--- src/rtl/imem_load_ctrl.sv ---
// imem_load_ctrl: streams a program image into instruction memory, then releases the core.
// The core stays halted while loading and for one flush cycle after the last write.
module imem_load_ctrl #(
   parameter int DEPTH = 256,
   parameter int AW    = 8
) (
   input  logic          i_clk,
   input  logic          i_rstn,
   input  logic          i_load_start,
   input  logic [AW:0]   i_load_len,
   input  logic          i_load_valid,
   input  logic [31:0]   i_load_data,
   output logic          o_load_ready,
   input  logic          i_run_start,
   input  logic [63:0]   i_fetch_pc,
   output logic          o_mem_we,
   output logic [AW-1:0] o_mem_waddr,
   output logic [31:0]   o_mem_wdata,
   output logic [AW-1:0] o_mem_raddr,
   output logic          o_core_halt,
   output logic          o_load_done,
   output logic          o_fetch_misaligned,
   output logic          o_load_err
);
   typedef enum logic [1:0] {HALT, LOAD, FLUSH, RUN} state_t;
   localparam logic [AW:0] LP_DEPTH = (AW+1)'(DEPTH);
   state_t        r_state;
   logic [AW-1:0] r_ptr;
   logic [AW:0]   r_cnt;
   logic          r_err;
   logic          w_len_ok;
   logic          w_xfer;
   logic          w_last;
   logic          w_unused_pc;
   assign w_len_ok           = (i_load_len != '0) && (i_load_len <= LP_DEPTH);
   assign w_xfer             = (r_state == LOAD) && i_load_valid;
   assign w_last             = r_cnt == (AW+1)'(1);
   assign o_load_ready       = r_state == LOAD;
   assign o_core_halt        = r_state != RUN;
   assign o_mem_we           = w_xfer;
   assign o_mem_waddr        = r_ptr;
   assign o_mem_wdata        = i_load_data;
   assign o_load_done        = w_xfer && w_last;
   assign o_mem_raddr        = i_fetch_pc[AW+1:2];
   assign o_fetch_misaligned = (r_state == RUN) && (i_fetch_pc[1:0] != 2'b00);
   assign o_load_err         = r_err;
   // high address bits wrap away; only the word index and alignment bits matter
   assign w_unused_pc        = ^i_fetch_pc[63:AW+2];
   always_ff @(posedge i_clk or negedge i_rstn) begin
      if (!i_rstn) begin
         r_state <= HALT;
         r_ptr   <= '0;
         r_cnt   <= '0;
         r_err   <= 1'b0;
      end else begin
         case (r_state)
            HALT, RUN: begin
               if (i_load_start && w_len_ok) begin
                  r_state <= LOAD;
                  r_ptr   <= '0;
                  r_cnt   <= i_load_len;
               end else if (i_load_start) begin
                  r_err <= 1'b1;
               end else if (i_run_start) begin
                  r_state <= RUN;
               end
            end
            LOAD: begin
               if (w_xfer) begin
                  r_ptr <= r_ptr + AW'(1);
                  r_cnt <= r_cnt - (AW+1)'(1);
                  if (w_last) r_state <= FLUSH;
               end
            end
            FLUSH:   r_state <= RUN;
            default: r_state <= HALT;
         endcase
      end
   end
endmodule

--- config.mk ---
export PLATFORM = sky130hd
export DESIGN_NAME = imem_load_ctrl
export DESIGN_NICKNAME = d
export VERILOG_FILES = /design/src/rtl/imem_load_ctrl.sv
export SDC_FILE = /design/constraint.sdc
export NUM_CORES = 1
export LEC_CHECK = 0
export ABC_CLOCK_PERIOD_IN_PS = 2700
export CAP_MARGIN = 20
export CORE_AREA = 4 4 112 61
export DETAILED_ROUTE_END_ITERATION = 7
export DIE_AREA = 0 0 116 65
export GPL_TIMING_DRIVEN = 0
export HOLD_SLACK_MARGIN = 0.12
export PLACE_DENSITY = 0.78
export SYNTH_ARGS = -nofsm -noshare
export SYNTH_HDL_FRONTEND = slang
export SYNTH_SLANG_ARGS = --single-unit
--- constraint.sdc ---
create_clock -name i_clk -period 2.7 [get_ports i_clk]
set_input_delay 0.54 -clock i_clk [delete_from_list [all_inputs] [get_ports i_clk]]
set_output_delay 0.54 -clock i_clk [all_outputs]
set_load 0.1 [all_outputs]
==> results.py <==
metrics = {
    "placed_design": {
        "dp_hpwl_um": 4490,
        "dp_cells": 344,
        "dp_slack_ps": -679,
        "dpl_cell_area_um2": 2520,
        "gp_congestion": 0.894,
        "io_buffers": 69,
    },
    "finish": {
        "antenna_cells": 0,
        "design_area_um2": 2650,
        "nNetsFinal": 389,
        "final_common_cell": "clkdlybuf4s50_1",
        "multi_input_area_um2": 876,
        "register_area_um2": 500,
        "drive_above_1_share_pct": 23.5,
        "fillers": 594,
        "final_util_pct": 45.3,
        "area_delta_synth_final_pct": 56.3,
        "most-common-layout-cells": "64 x clkdlybuf4s50_1, 40 x buf_4, 20 x dfrtp_1",
        "final-instance-count-excl-fill": 349,
    },
    "clocking": {
        "cts_tree": "built",
        "clk_pin_slew_ps": 60,
        "cts_sinks": 20,
        "clockBufferDepth": 2,
        "cts_root_buffer": "clkbuf_16",
        "clock_latency_ps": 260,
        "h-tree-depth": 1,
        "cts_buffers": 3,
    },
    "timing": {
        "relSlewSlack_pct": 34.5,
        "finalClockSkew_ps": 2.79,
        "tightest_slew_ps": 980,
        "hold_viol": 0,
        "worst_slack_ps": 52.5,
        "rsz0062_at_grt": "no",
        "finalSetupTns_ps": 0,
        "fin_crit_ps": 2650,
        "finalCritPeriodShare_pct": 98.1,
        "final_max_slew_viol_count": 0,
        "whs_ps": 489,
        "setup_violations": 0,
        "fmax_mhz": 378,
    },
    "routing": {
        "drc_errors": 0,
        "wl_per_cell_um": 15.7,
        "drt_wl_total_um": 5480,
        "viasPerCell": 4.94,
        "wl_met3_um": 335,
        "wl_met1_um": 2460,
        "dr.pass1.iters": 4,
        "top_layer_used": "met4",
        "drt_iter0_markers": 103,
        "wl_met2_um": 2680,
        "vias": 1724,
        "ant_nets": 0,
    },
    "logic_synthesis": {
        "async_reset_ff_share_pct": 100,
        "synth.yosys.seq_area_share_pct": 29.5,
        "ys_seq_elements": 20,
        "synth-edff-count": 0,
        "synth_compound_area_share_pct": 22.1,
        "syn_inst": 198,
        "syn_nets": 314,
        "ys_types": 49,
        "synth_mux_area_share_pct": 2.95,
        "ys_warn_count": 0,
        "synth-simple-area-share_pct": 19.6,
        "synth_ff_type": "dfrtp_1",
        "post_synth.cell_area_avg_um2": 8.57,
        "synth-xor-area-share_pct": 0.516,
        "post_synth_fa_ha_maj_area_fraction_pct": 4.42,
        "synth_area_um2": 1700,
        "synth_top_family_by_area": "compound AO/OA/AOI/OAI gates",
    },
    "power": {
        "internal_power_mw": 1.11,
        "total_leakage_power_nw": 1.12,
        "pwr-share-comb_pct": 59.6,
        "peakVddDrop_mv": 0.327,
        "power_frac_clock_pct": 18.1,
        "p_switching_mw": 1.22,
        "netSwitchingFraction_pct": 52.5,
        "pwr-share-seq_pct": 22.3,
        "p_total_mw": 2.33,
        "power_density_nw_per_um2": 880,
    },
    "worst_setup_path": {
        "critPathCaptureType": "output port",
        "critPathSlowestCell": "clkdlybuf4s50_1",
        "worstPathMaxFanout": 7,
        "crit_path_max_incr_delay_ps": 540,
        "path_delay_family": "buffers and inverters",
        "reg2reg_to": "r_state[0]",
        "cp_num_buf_inv": 3,
        "crit_chain": "clkdlybuf4s50_1 -> nand2_1 -> clkinvlp_4 -> clkbuf_4",
        "critPathRequiredTime_ps": 2160,
        "critical_path_class": "in -> out",
        "startpoint_type": "primary input",
        "r2r_setup_slack_ps": 490,
        "rr_worst_depth": 7,
        "r2r-start": "r_cnt[1]",
        "worstPathArrival_ps": 2110,
    },
    "run": {
        "maxCapViolations": 0,
    },
    "global_routing": {
        "grt_pass1_wl_um": 8500,
        "grt_max_degree": 21,
        "antenna_found_initial": 0,
        "track_usage_pct": 14.4,
        "overflow": 0,
        "grt_pass1_vias": 1620,
    },
    "worst_hold_path": {
        "hp-start": "o_load_err",
        "whs_path_depth": 1,
        "hold_path_end": "o_load_err",
        "hold_class": "reg -> reg",
    },
    "die": {
        "die_x_um": 116,
        "start_util_pct": 29.0,
        "die_h_um": 65,
        "coreArea_um2": 5860,
        "ios": 164,
        "row_count": 20,
        "dieArea_um2": 7540,
    },
    "status": {
        "status": "finished, final reports clean",
    },
}
## routing by layer
layer / track usage [%] / vias up
li1: - / 834
met1: 20.4 / 840
met2: 22.6 / 48
met3: 3.73 / 2
met4: 1.74 / 0
met5: 0 / -
## layout make-up
type	instances	share of cell area (%)
Timing Repair Buffer	70	27.0
Sequential cell	20	18.9
Multi-Input combinational cell	124	33.0
Inverter	11	1.70
Tap cell	77	3.63
Clock buffer	3	2.83
Buffer	43	11.8
Clock inverter	1	1.13
## power groups by stage
stage,Sequential (mW),Clock [mW],Combinational [mW]
finish,0.521,0.423,1.39
global route,0.539,0.441,1.49
CTS,0.514,0.427,1.38
detailed placement,0.517,0,1.39
global placement,0.512,0,1.36
floorplan,0.527,0,1.04
## worst register-to-register path, stage by stage (launching register included)
cell and delay, ps:
dfrtp_1 390, inv_1 110, ha_1 140, or4b_4 480, o41ai_1 570, o31ai_1 220, nand2_1 110, o21ai_0 70
## how the worst max path moves through the flow
stage | start | to | slack (ps) | cells past startpoint
4_1_cts | r_cnt[1] | o_load_done | 20 | 5
3_5_place_dp | i_load_valid | o_mem_we | -680 | 4
2_1_floorplan | r_cnt[1] | o_load_done | -160 | 4
6_report | i_load_valid | o_mem_we | 50 | 4
3_3_place_gp | i_load_valid | o_mem_we | -650 | 4
5_1_grt | i_load_valid | o_mem_we | 2 | 4
## registers in the layout, indices dropped and copies added, names as in the netlist
register,count
r_cnt,9
o_mem_waddr,8
r_state,2
o_load_err,1
## logic make-up after synthesis
family | count (synthesis)
simple gates | 59
mux | 5
xor+xnor | 1
flops | 20
buf+inv | 54
compound gates | 53
fa+ha+maj | 6
## synthesized netlist by cell type (all sizes together) (2+ instances only)
master	count	share of area, %
a22oi	2	0.88
dfrtp	20	29
a2bb2oi	2	1.0
nand2b	2	0.74
ha	6	4.4
o21a	2	0.88
nor4	4	1.5
mux2i	5	2.9
and3	2	0.74
o21ai	17	5.5
clkbuf	2	0.44
a21o	3	1.3
nand2	13	2.9
nor2	10	2.4
a21oi	4	1.2
buf	41	18
nor3	11	4.6
or4	3	1.8
o22ai	2	0.74
o31ai	8	3.5
inv	10	2.2
nand3	7	2.1
## repair_timing
action | 4_1_cts | 5_1_grt
buffers inserted | 0 | 0
resized for setup | 13 | 4
hold buffers | 0 | 0
hold endpoints to repair | 0 | 0
setup endpoints to repair | 4 | 3
(Power assumes the default switching activity.)
